### src/rtl/mem_port_arbiter_pkg.sv
//------------------------------------------------------------------------------
// pipeline_pkg : FSM state encodings and request-owner codes for the memory
//                port arbiter.
// Revision     : 1.0  initial release
//------------------------------------------------------------------------------
`default_nettype none

package pipeline_pkg;

  typedef enum logic [1:0] {
    ST_IDLE  = 2'd0,
    ST_ISSUE = 2'd1,
    ST_WAIT  = 2'd2
  } arb_state_t;

  localparam logic OWN_IF = 1'b0;
  localparam logic OWN_DM = 1'b1;

endpackage

`default_nettype wire

### src/rtl/mem_port_arbiter_if.sv
//------------------------------------------------------------------------------
// mem_port_arbiter_if : fetch, data and memory-side handshake bundle.
// Revision            : 1.0  initial release
//------------------------------------------------------------------------------
`default_nettype none

interface mem_port_arbiter_if #(
  parameter int ADDR_W = 32,
  parameter int DATA_W = 32
);
  import pipeline_pkg::*;

  logic              if_req_valid;
  logic [ADDR_W-1:0] if_req_addr;
  logic              if_req_ready;
  logic              if_rsp_valid;
  logic [DATA_W-1:0] if_rsp_data;

  logic                dm_req_valid;
  logic [ADDR_W-1:0]   dm_req_addr;
  logic                dm_req_we;
  logic [DATA_W/8-1:0] dm_req_wmask;
  logic [DATA_W-1:0]   dm_req_wdata;
  logic                dm_req_ready;
  logic                dm_rsp_valid;
  logic [DATA_W-1:0]   dm_rsp_rdata;

  logic                mem_req_valid;
  logic                mem_req_ready;
  logic [ADDR_W-1:0]   mem_req_addr;
  logic                mem_req_we;
  logic [DATA_W/8-1:0] mem_req_wmask;
  logic [DATA_W-1:0]   mem_req_wdata;
  logic                mem_rsp_valid;
  logic [DATA_W-1:0]   mem_rsp_data;

  logic busy;

  // Arbiter side.
  modport slave (
    input  if_req_valid, if_req_addr,
    output if_req_ready, if_rsp_valid, if_rsp_data,
    input  dm_req_valid, dm_req_addr, dm_req_we, dm_req_wmask, dm_req_wdata,
    output dm_req_ready, dm_rsp_valid, dm_rsp_rdata,
    output mem_req_valid, mem_req_addr, mem_req_we, mem_req_wmask, mem_req_wdata,
    input  mem_req_ready, mem_rsp_valid, mem_rsp_data,
    output busy
  );

  // Requester / memory side.
  modport master (
    output if_req_valid, if_req_addr,
    input  if_req_ready, if_rsp_valid, if_rsp_data,
    output dm_req_valid, dm_req_addr, dm_req_we, dm_req_wmask, dm_req_wdata,
    input  dm_req_ready, dm_rsp_valid, dm_rsp_rdata,
    input  mem_req_valid, mem_req_addr, mem_req_we, mem_req_wmask, mem_req_wdata,
    output mem_req_ready, mem_rsp_valid, mem_rsp_data,
    input  busy
  );

endinterface

`default_nettype wire

### src/rtl/mem_arb_grant.sv
//------------------------------------------------------------------------------
// mem_arb_grant : winner select between fetch and data; data wins conflicts.
//                 MEM_ARB_FAIR_EN adds a data-streak counter that hands one
//                 conflict to fetch after MAX_DATA_STREAK data grants.
// Revision      : 1.0  initial release
//------------------------------------------------------------------------------
`default_nettype none

module mem_arb_grant
  import pipeline_pkg::*;
#(
  parameter int MAX_DATA_STREAK = 4
) (
  input  logic clk,
  input  logic rst,
  input  logic enable,
  input  logic if_valid,
  input  logic dm_valid,
  output logic grant_if,
  output logic grant_dm
);

`ifdef MEM_ARB_FAIR_EN
  localparam int CNT_W = $clog2(MAX_DATA_STREAK + 1);

  logic [CNT_W-1:0] r_streak;
  logic             w_fetch_turn;

  assign w_fetch_turn = (r_streak == CNT_W'(MAX_DATA_STREAK));
  assign grant_dm     = enable & dm_valid & ~(if_valid & w_fetch_turn);
  assign grant_if     = enable & if_valid & ~grant_dm;

  // Only data grants that bypassed a waiting fetch extend the streak.
  always_ff @(posedge clk or posedge rst) begin
    if (rst) begin
      r_streak <= '0;
    end else if (grant_if) begin
      r_streak <= '0;
    end else if (grant_dm) begin
      r_streak <= if_valid ? r_streak + CNT_W'(1) : '0;
    end
  end
`else
  logic                                   w_unused_clk_rst;
  logic [$clog2(MAX_DATA_STREAK + 1)-1:0] w_unused_streak;

  assign w_unused_clk_rst = clk ^ rst;
  assign w_unused_streak  = '0;
  assign grant_dm         = enable & dm_valid;
  assign grant_if         = enable & if_valid & ~dm_valid;
`endif

endmodule

`default_nettype wire

### src/rtl/mem_port_arbiter.sv
//------------------------------------------------------------------------------
// mem_port_arbiter : shares one memory port between instruction fetch and the
//                    load/store stage, one transaction in flight at a time.
//                    Optional fairness: define MEM_ARB_FAIR_EN.
// Revision         : 1.0  initial release
//------------------------------------------------------------------------------
`default_nettype none

module mem_port_arbiter
  import pipeline_pkg::*;
#(
  parameter int ADDR_W          = 32,
  parameter int DATA_W          = 32,
  parameter int MAX_DATA_STREAK = 4
) (
  input logic               clk,
  input logic               rst,
  mem_port_arbiter_if.slave bus
);

  arb_state_t r_state;
  arb_state_t w_state_nxt;

  logic                r_owner;
  logic [ADDR_W-1:0]   r_addr;
  logic                r_we;
  logic [DATA_W/8-1:0] r_wmask;
  logic [DATA_W-1:0]   r_wdata;

  logic              r_if_rsp_valid;
  logic [DATA_W-1:0] r_if_rsp_data;
  logic              r_dm_rsp_valid;
  logic [DATA_W-1:0] r_dm_rsp_rdata;

  logic w_grant_if;
  logic w_grant_dm;
  logic w_accept;
  logic w_rsp_fire;
  logic w_store;

  // Reset gates the grant so ready reads 0 for the whole reset window.
  mem_arb_grant #(
    .MAX_DATA_STREAK(MAX_DATA_STREAK)
  ) u_grant (
    .clk     (clk),
    .rst     (rst),
    .enable  ((r_state == ST_IDLE) & ~rst),
    .if_valid(bus.if_req_valid),
    .dm_valid(bus.dm_req_valid),
    .grant_if(w_grant_if),
    .grant_dm(w_grant_dm)
  );

  assign w_accept   = w_grant_if | w_grant_dm;
  assign w_store    = w_grant_dm & bus.dm_req_we;
  assign w_rsp_fire = (r_state == ST_WAIT) & bus.mem_rsp_valid;

  always_ff @(posedge clk or posedge rst) begin
    if (rst) begin
      r_state <= ST_IDLE;
    end else begin
      r_state <= w_state_nxt;
    end
  end

  always_comb begin
    w_state_nxt = r_state;
    case (r_state)
      ST_IDLE:  if (w_accept)           w_state_nxt = ST_ISSUE;
      ST_ISSUE: if (bus.mem_req_ready)  w_state_nxt = ST_WAIT;
      ST_WAIT:  if (bus.mem_rsp_valid)  w_state_nxt = ST_IDLE;
      default:                          w_state_nxt = ST_IDLE;
    endcase
  end

  always_ff @(posedge clk or posedge rst) begin
    if (rst) begin
      r_owner <= OWN_IF;
      r_addr  <= '0;
      r_we    <= 1'b0;
      r_wmask <= '0;
      r_wdata <= '0;
    end else if (w_accept) begin
      r_owner <= w_grant_dm ? OWN_DM : OWN_IF;
      r_addr  <= w_grant_dm ? bus.dm_req_addr : bus.if_req_addr;
      r_we    <= w_store;
      r_wmask <= w_store ? bus.dm_req_wmask : '0;
      r_wdata <= w_grant_dm ? bus.dm_req_wdata : '0;
    end
  end

  always_ff @(posedge clk or posedge rst) begin
    if (rst) begin
      r_if_rsp_valid <= 1'b0;
      r_if_rsp_data  <= '0;
      r_dm_rsp_valid <= 1'b0;
      r_dm_rsp_rdata <= '0;
    end else begin
      r_if_rsp_valid <= w_rsp_fire & (r_owner == OWN_IF);
      r_dm_rsp_valid <= w_rsp_fire & (r_owner == OWN_DM);
      if (w_rsp_fire && (r_owner == OWN_IF)) begin
        r_if_rsp_data <= bus.mem_rsp_data;
      end
      // A store ack carries no data back to the requester.
      if (w_rsp_fire && (r_owner == OWN_DM)) begin
        r_dm_rsp_rdata <= r_we ? '0 : bus.mem_rsp_data;
      end
    end
  end

  assign bus.if_req_ready  = w_grant_if;
  assign bus.dm_req_ready  = w_grant_dm;
  assign bus.if_rsp_valid  = r_if_rsp_valid;
  assign bus.if_rsp_data   = r_if_rsp_data;
  assign bus.dm_rsp_valid  = r_dm_rsp_valid;
  assign bus.dm_rsp_rdata  = r_dm_rsp_rdata;
  assign bus.mem_req_valid = (r_state == ST_ISSUE);
  assign bus.mem_req_addr  = r_addr;
  assign bus.mem_req_we    = r_we;
  assign bus.mem_req_wmask = r_wmask;
  assign bus.mem_req_wdata = r_wdata;
  assign bus.busy          = (r_state != ST_IDLE);

endmodule

`default_nettype wire

### src/flat_wrapper.sv
// flat-port wrapper written by rule: the top's interface ports become plain ports
module mem_port_arbiter_flat import pipeline_pkg::*;
#(
  parameter int ADDR_W          = 32,
  parameter int DATA_W          = 32,
  parameter int MAX_DATA_STREAK = 4
)
  (clk, rst, bus_if_req_valid, bus_if_req_addr, bus_if_req_ready, bus_if_rsp_valid, bus_if_rsp_data, bus_dm_req_valid, bus_dm_req_addr, bus_dm_req_we, bus_dm_req_wmask, bus_dm_req_wdata, bus_dm_req_ready, bus_dm_rsp_valid, bus_dm_rsp_rdata, bus_mem_req_valid, bus_mem_req_addr, bus_mem_req_we, bus_mem_req_wmask, bus_mem_req_wdata, bus_mem_req_ready, bus_mem_rsp_valid, bus_mem_rsp_data, bus_busy);
  mem_port_arbiter_if #(.ADDR_W(ADDR_W), .DATA_W(DATA_W)) bus_i ();
  input logic clk;
  input logic rst;
  input wire logic [$bits(bus_i.if_req_valid)-1:0] bus_if_req_valid;
  input wire logic [$bits(bus_i.if_req_addr)-1:0] bus_if_req_addr;
  output wire logic [$bits(bus_i.if_req_ready)-1:0] bus_if_req_ready;
  output wire logic [$bits(bus_i.if_rsp_valid)-1:0] bus_if_rsp_valid;
  output wire logic [$bits(bus_i.if_rsp_data)-1:0] bus_if_rsp_data;
  input wire logic [$bits(bus_i.dm_req_valid)-1:0] bus_dm_req_valid;
  input wire logic [$bits(bus_i.dm_req_addr)-1:0] bus_dm_req_addr;
  input wire logic [$bits(bus_i.dm_req_we)-1:0] bus_dm_req_we;
  input wire logic [$bits(bus_i.dm_req_wmask)-1:0] bus_dm_req_wmask;
  input wire logic [$bits(bus_i.dm_req_wdata)-1:0] bus_dm_req_wdata;
  output wire logic [$bits(bus_i.dm_req_ready)-1:0] bus_dm_req_ready;
  output wire logic [$bits(bus_i.dm_rsp_valid)-1:0] bus_dm_rsp_valid;
  output wire logic [$bits(bus_i.dm_rsp_rdata)-1:0] bus_dm_rsp_rdata;
  output wire logic [$bits(bus_i.mem_req_valid)-1:0] bus_mem_req_valid;
  output wire logic [$bits(bus_i.mem_req_addr)-1:0] bus_mem_req_addr;
  output wire logic [$bits(bus_i.mem_req_we)-1:0] bus_mem_req_we;
  output wire logic [$bits(bus_i.mem_req_wmask)-1:0] bus_mem_req_wmask;
  output wire logic [$bits(bus_i.mem_req_wdata)-1:0] bus_mem_req_wdata;
  input wire logic [$bits(bus_i.mem_req_ready)-1:0] bus_mem_req_ready;
  input wire logic [$bits(bus_i.mem_rsp_valid)-1:0] bus_mem_rsp_valid;
  input wire logic [$bits(bus_i.mem_rsp_data)-1:0] bus_mem_rsp_data;
  output wire logic [$bits(bus_i.busy)-1:0] bus_busy;
  assign bus_i.if_req_valid = bus_if_req_valid;
  assign bus_i.if_req_addr = bus_if_req_addr;
  assign bus_if_req_ready = bus_i.if_req_ready;
  assign bus_if_rsp_valid = bus_i.if_rsp_valid;
  assign bus_if_rsp_data = bus_i.if_rsp_data;
  assign bus_i.dm_req_valid = bus_dm_req_valid;
  assign bus_i.dm_req_addr = bus_dm_req_addr;
  assign bus_i.dm_req_we = bus_dm_req_we;
  assign bus_i.dm_req_wmask = bus_dm_req_wmask;
  assign bus_i.dm_req_wdata = bus_dm_req_wdata;
  assign bus_dm_req_ready = bus_i.dm_req_ready;
  assign bus_dm_rsp_valid = bus_i.dm_rsp_valid;
  assign bus_dm_rsp_rdata = bus_i.dm_rsp_rdata;
  assign bus_mem_req_valid = bus_i.mem_req_valid;
  assign bus_mem_req_addr = bus_i.mem_req_addr;
  assign bus_mem_req_we = bus_i.mem_req_we;
  assign bus_mem_req_wmask = bus_i.mem_req_wmask;
  assign bus_mem_req_wdata = bus_i.mem_req_wdata;
  assign bus_i.mem_req_ready = bus_mem_req_ready;
  assign bus_i.mem_rsp_valid = bus_mem_rsp_valid;
  assign bus_i.mem_rsp_data = bus_mem_rsp_data;
  assign bus_busy = bus_i.busy;
  mem_port_arbiter #(.ADDR_W(ADDR_W), .DATA_W(DATA_W), .MAX_DATA_STREAK(MAX_DATA_STREAK)) u_core (.clk(clk), .rst(rst), .bus(bus_i));
endmodule
### config.mk
export PLATFORM = sky130hd
export DESIGN_NAME = mem_port_arbiter_flat
export DESIGN_NICKNAME = d
export VERILOG_FILES = /design/src/rtl/mem_port_arbiter_pkg.sv /design/src/rtl/mem_port_arbiter_if.sv /design/src/rtl/mem_arb_grant.sv /design/src/rtl/mem_port_arbiter.sv /design/src/flat_wrapper.sv
export SDC_FILE = /design/constraint.sdc
export NUM_CORES = 1
export LEC_CHECK = 0
export BUFFER_PORTS_ARGS = -buffer_cell sky130_fd_sc_hd__buf_2
export CORE_UTILIZATION = 25
export CTS_CLUSTER_DIAMETER = 40
export DETAILED_ROUTE_END_ITERATION = 6
export SETUP_SLACK_MARGIN = 0.5
export SYNTH_ARGS = -nofsm -noshare
export SYNTH_HDL_FRONTEND = slang
export SYNTH_HIERARCHICAL = 1
export SYNTH_SLANG_ARGS = --single-unit
export TNS_END_PERCENT = 50
### constraint.sdc
create_clock -name clk -period 5.28 [get_ports clk]
set_input_delay 0.528 -clock clk [delete_from_list [all_inputs] [get_ports clk]]
set_output_delay 0.528 -clock clk [all_outputs]
set_load 0.03 [all_outputs]
==> key figures, run 1 <==
Status
  • Status: finished clean

Clock tree
  • Reg clk slew, reported paths: 0.07 ns
  • CTS buffer count: 17
  • CTS tree: built
  • Clk buf depth: 2
  • Hold_buf cts: 0
  • Depth of the CTS H-tree: 4
  • Post-CTS sizing: 0
  • Clock net sink count: between 100 and 150
  • Clk root buf: clkbuf_16
  • Postcts setup bufs: 0
  • Clk_lat worst skew: around 0.41 ns

Placement
  • Port Buffers: 277
  • Pre-CTS setup slack: ~2.8 ns
  • Gpl congestion: 0.7549
  • Placement Cell Area: 7681 µm²
  • Post-DP HPWL: 11,230 µm

Cells and area
  • Fin nets: 893
  • Synth-to-layout area growth: 36.00%
  • Share of layout cells above drive strength 1: 49.80%
  • Most common cell after layout, fill and taps aside: buf_2
  • Commonest cells after routing, fill and taps aside: buf_2, dfrtp_1, o21ai_0
  • Finished Cell Area: around 8300 µm²
  • Antenna Cells: 0
  • Core Util, Final: a little over a third

STA
  • Hold Vio Cnt, Final: 0
  • Max Fclk: around 340 MHz
  • Slew HR: roughly 40%
  • Post-route setup slack: 2.377 ns
  • Worst-Margin Slew: 0.8998 ns
  • Clock Skew: 0.009782 ns
  • Setup TNS: 0 ns
  • Min Tclk post-route: 2.903 ns
  • Final Setup Violations: 0
  • RSZ-0062 raised after global routing: false
  • Fin. max-slew vios: 0
  • Tcrit/Tclk final: 54.98%

Route
  • TritonRoute pass-1 iters: 4
  • WL/cell: 14.96 µm
  • Vias per inst: approximately 4.2
  • Antenna Nets Post-Route: 0
  • Final wirelength: 16,250 µm
  • Drt initial violations: 182
  • Via count: 4,554
  • DRC viols: 0

Job
  • Max-cap violations: 0

Critical path
  • Worst EP arrival: between 2 and 2.5 ns
  • Slowest stage delay, CP: 0.72 ns
  • CP Launch Type: flip-flop
  • WP data required: roughly 4.8 ns
  • FF-to-FF path depth: 6
  • Crit-path cells: or2_2 -> nor2_1 -> and2_4 -> buf_2
  • Crit path max fanout: 99
  • Critical path's slowest cell: and2_4
  • Setup CP Type: reg -> out
  • Crit. End Element: primary output

Power and ir drop
  • Logic pwr share: 45.7%
  • Pwr Density: approximately 670 nW/µm²
  • Peak supply drop: 0.0002719 V
  • Sw Share: 42.85%
  • Clock share of power: 21.2%
  • Sequential share of power: about a third
  • Internal power: 3.163 mW
  • Sw power: 2.372 mW
  • Leakage power: 4.056 nW

Logic synthesis
  • Area of the mapped netlist: a little over 6000 µm²
  • Post-Synthesis Cells: 486
  • Syn Area/Cell: between 10 and 15 µm²
  • Mapped Nets: 625
  • Post-synthesis register bit count: 138
  • Yosys warnings: 6
  • Post-synthesis sequential area ratio: 56.87%
  • Synth cell types: 26

Global routing
  • Total track usage: a little over an eighth
  • First-pass GRT wire length: between 20,000 and 25,000 µm
  • Total gr overflow: 0
  • Largest net degree at the start of global routing: 100
  • Vias in the first global route: approximately 4,700
  • Antenna violations before repair: 1

Floorplan
  • Die width: 157.8 µm
  • Ports: ~280
  • Initial Util: 25.72%
  • Die Y: 157.8 µm
  • Die area: 24,920 µm²
  • Core area: approximately 24,000 µm²
  • # rows: 56

Worst hold path
  • Hold Crit Class: in -> async
[synth_stat cells]
cell type	count	area share (%)
a211oi_1	1	0.12
a21o_1	2	0.25
a22o_1	1	0.14
a32o_1	1	0.16
and2_2	1	0.12
and3b_1	1	0.14
and4b_1	1	0.16
and4bb_1	1	0.21
buf_12	3	0.99
buf_2	13	1.1
buf_6	5	0.93
clkbuf_1	13	0.80
dfrtp_1	138	57
inv_1	2	0.12
mux2_2	6	1.1
mux2_4	58	14
mux2i_1	32	5.3
nand2_1	64	4.0
nand2b_1	35	3.6
nand3_1	3	0.25
nor2_1	2	0.12
nor2b_1	33	3.4
nor3_1	1	0.082
nor3b_1	1	0.12
o21ai_0	67	5.5
or2_2	1	0.10
[flip-flops by register name (all words and copies together) (netlist names)]
register                  cells
u_core/bus.mem_req_we         1
u_core/bus.if_rsp_valid       1
u_core/r_state                2
u_core/bus.mem_req_addr      32
u_core/bus.if_rsp_data       32
u_core/bus.mem_req_wmask      4
u_core/r_owner                1
u_core/bus.dm_rsp_valid       1
u_core/bus.mem_req_wdata     32
u_core/bus.dm_rsp_rdata      32
[per-stage QoR]
step	std cells	hold slack, ns	total power, mW
global placement	1054	0.4727	4.357
CTS	1086	0.2914	5.616
detailed placement	1054	0.4854	4.389
floorplan	486	0.4573	3.628
finish	1086	0.2783	5.534
global route	1086	0.3018	5.887
[critical path, delay by kind of cell (launching register included)]
kind / cells / cell delay [ns]
flip-flops: 1 / 0.42
AND/OR/NAND/NOR: 3 / 1.16
buffers and inverters: 1 / 0.33
[logic make-up after synthesis]
family / after synthesis / share of synthesized area [%]
mux: 96 / 20.73
buf+inv: 36 / 3.915
compound gates: 72 / 6.202
simple gates: 144 / 12.28
flops: 138 / 56.87
[area by class of cell]
cell class / instances / area, µm²
Clock buffer: 20 / 436.7
Multi-Input combinational cell: 312 / 2385
Sequential cell: 138 / 3453
Fill cell: 2377 / 15350
Timing Repair Buffer: 283 / 1431
Tap cell: 319 / 399.1
Clock inverter: 12 / 140.1
Inverter: 2 / 12.51
[path summary, 6_finish.rpt]
kind | slack [ns] | endpoint | startpoint
min in group clk | 0.32 | u_core/r_state[0]$_DFFE_PP0P_ | bus_mem_req_ready
hold / removal | 0.28 | u_core/r_owner$_DFFE_PP0P_ | rst
hold reg to reg | 0.50 | u_core/bus.dm_rsp_rdata[29]$_DFFE_PP0P_ | u_core/bus.dm_rsp_rdata[29]$_DFFE_PP0P_
setup / recovery | 2.38 | bus_dm_req_ready | u_core/r_state[0]$_DFFE_PP0P_
setup reg to reg | 2.76 | u_core/bus.mem_req_wdata[8]$_DFFE_PP0P_ | u_core/r_state[0]$_DFFE_PP0P_
max in group asynchronous | 3.74 | u_core/bus.mem_req_wmask[2]$_DFFE_PP0P_ | rst
[power groups by stage]
stage	registers (mW)	clock network, mW	logic [mW]
floorplan	2.80	0	0.832
CTS	1.83	1.23	2.55
detailed placement	1.83	0	2.56
finish	1.83	1.18	2.53
global route	1.89	1.28	2.72
global placement	1.82	0	2.53
[layer usage]
metal	GRT usage (%)	share of wire, %	vias up
met2	22.38	47	212
li1	-	-	2170
met3	4.927	9.4	10
met5	0	0	-
met1	15.47	42	2162
met4	3.190	0.76	0
Note: power is estimated with default switching activity, not from simulation.
==> run 2, diff against run 1 <==
- clock period: 5.28 -> 2.35 ns (I/O delays scaled with it)
==> key figures, run 2 (same netlist as run 1, synthesis figures left out) <==
Route
  • Via count: 4,724
  • WL/cell: 15.32 µm
  • TritonRoute pass-1 iters: 4
  • Final wirelength: between 15,000 and 20,000 µm
  • Vias per inst: 4.233
  • Antenna Nets Post-Route: 0
  • DRC viols: 0
  • Drt initial violations: 197

Worst hold path
  • Hold path start: bus_dm_req_wdata[27]
  • Hold Crit Class: in -> reg
  • Worst hold stages: 3

Global routing
  • Largest net degree at the start of global routing: slightly below 80
  • Vias in the first global route: 4,688
  • Total gr overflow: 0
  • Antenna violations before repair: 0
  • First-pass GRT wire length: 25,830 µm
  • Total track usage: 13.76%

Clock tree
  • Clk root buf: clkbuf_16
  • Clk_lat worst skew: 0.42 ns
  • CTS tree: built
  • Reg clk slew, reported paths: 0.07 ns
  • CTS buffer count: 17
  • Clock net sink count: 138
  • Clk buf depth: 2
  • Depth of the CTS H-tree: 4

Placement
  • Placed Instances: 1,065
  • Post-DP HPWL: 11,120 µm
  • Gpl congestion: between 0.7 and 0.8
  • Placement Cell Area: 7865 µm²
  • Port Buffers: 277

STA
  • Final Setup Violations: 0
  • Min Tclk post-route: between 1.5 and 2 ns
  • Hold Vio Cnt, Final: 0
  • Worst-Margin Slew: 0.4719 ns
  • Slew HR: 68.54%
  • Max Fclk: 562.5 MHz
  • Tcrit/Tclk final: 75.65%
  • Clock Skew: 0.01495 ns
  • RSZ-0062 raised after global routing: true
  • Setup TNS: 0 ns
  • Hold slack: 0.02217 ns
  • Fin. max-slew vios: 0

Critical path
  • Worst EP arrival: 1.54 ns
  • Worst Setup SP: u_core/r_state[0]$_DFFE_PP0P_
  • FF-to-FF path depth: 6
  • Crit. End Element: primary output
  • Setup CP Type: reg -> out
  • Reg2reg start: u_core/r_state[0]$_DFFE_PP0P_
  • WP data required: roughly 2.1 ns
  • CP Launch Type: flip-flop
  • Crit path max fanout: 3

Cells and area
  • Share of layout cells above drive strength 1: between 50 and 60%
  • Finished Cell Area: slightly below 9000 µm²
  • Fin nets: 923
  • Core Util, Final: a little under two fifths
  • Antenna Cells: 0
  • Most common cell after layout, fill and taps aside: buf_2
  • Finished Layout Cells: roughly 1,100
  • Synth-to-layout area growth: 43.48%
  • Commonest cells after routing, fill and taps aside: buf_2, dfrtp_1, o21ai_0

Power and ir drop
  • Leakage power: 4.275 nW
  • Pwr Density: between 1000 and 1500 nW/µm²
  • Peak supply drop: 0.0005425 V
  • Logic pwr share: 46.7%
  • Clock share of power: 20.9%
  • Sw power: approximately 5.4 mW
  • Sequential share of power: 32.3%
  • Internal power: 7.275 mW
  • Sw Share: roughly 43%

Status
  • Status: finished clean

Floorplan
  • Ports: 278
  • Die width: 157.8 µm
  • Core area: 23,610 µm²
  • Die area: 24,920 µm²
  • Initial Util: 25.72%
  • Die Y: roughly 160 µm
  • # rows: 56

Job
  • Max-cap violations: 0
run 2: changes by cell type in the layout (fill, tap and decap cells not counted), sizes merged:
cell,before,now
clkinvlp,6,3
bufbuf,0,1
dlygate4sd3,0,10
buf,283,302
clkinv,0,8
clkbuf,20,18
inv,6,3
run 2: final timing paths:
kind	slack, ns	endpoint
worst max-delay path	0.57	bus_dm_req_ready
worst min-delay path	0.02	u_core/bus.mem_req_wdata[27]$_DFFE_PP0P_
worst max register to register	0.59	u_core/r_state[0]$_DFFE_PP0P_
worst min register to register	0.50	u_core/r_owner$_DFFE_PP0P_
max in group asynchronous	1.42	u_core/bus.mem_req_wdata[20]$_DFFE_PP0P_
min in group asynchronous	0.52	u_core/r_state[0]$_DFFE_PP0P_
run 2: layout make-up:
type | instances | area [µm²]
fillers | 2359 | 14900
repair buffers | 313 | 1874
inverters | 2 | 11.26
multi-input cells | 312 | 2397
well taps | 319 | 399.1
clock buffers | 18 | 429.2
flip-flops and latches | 138 | 3453
clock inverters | 14 | 147.6
run 2: stage by stage:
step	worst slack, ns	power (mW)
2_1_floorplan	0.3939	8.165
3_3_place_gp	0.4700	9.859
3_5_place_dp	0.3944	9.949
4_1_cts	0.5272	12.88
5_1_grt	0.4385	13.48
6_report	0.5722	12.71
run 2: repair_timing:
action,4_1_cts,5_1_grt
pin swaps,2,1
setup endpoints to repair,47,65
gates resized for setup,5,8
gates cloned,3,0
hold buffers,10,0
hold endpoints to repair,92,0
buffers inserted,6,0
run 2: power groups by stage:
stage	logic, mW	registers, mW	clock network [mW]
2_1_floorplan	1.88	6.28	0
3_3_place_gp	5.75	4.11	0
3_5_place_dp	5.82	4.13	0
4_1_cts	6.00	4.12	2.76
5_1_grt	6.34	4.27	2.87
6_report	5.94	4.11	2.66
run 2: critical path, stage by stage (launching register included):
cell     delay, ns
dfrtp_1       0.38
or2_4         0.26
nor2_4        0.08
and2_4        0.18
buf_16        0.11
buf_6         0.12
run 2: per-layer routing:
layer | track usage, % | up-vias | wire length, µm
met1 | 16.26 | 2268 | 7209
met5 | 0 | - | 0
met3 | 5.146 | 12 | 1483
met4 | 4.022 | 0 | 164
li1 | - | 2235 | -
met2 | 23.14 | 209 | 8240
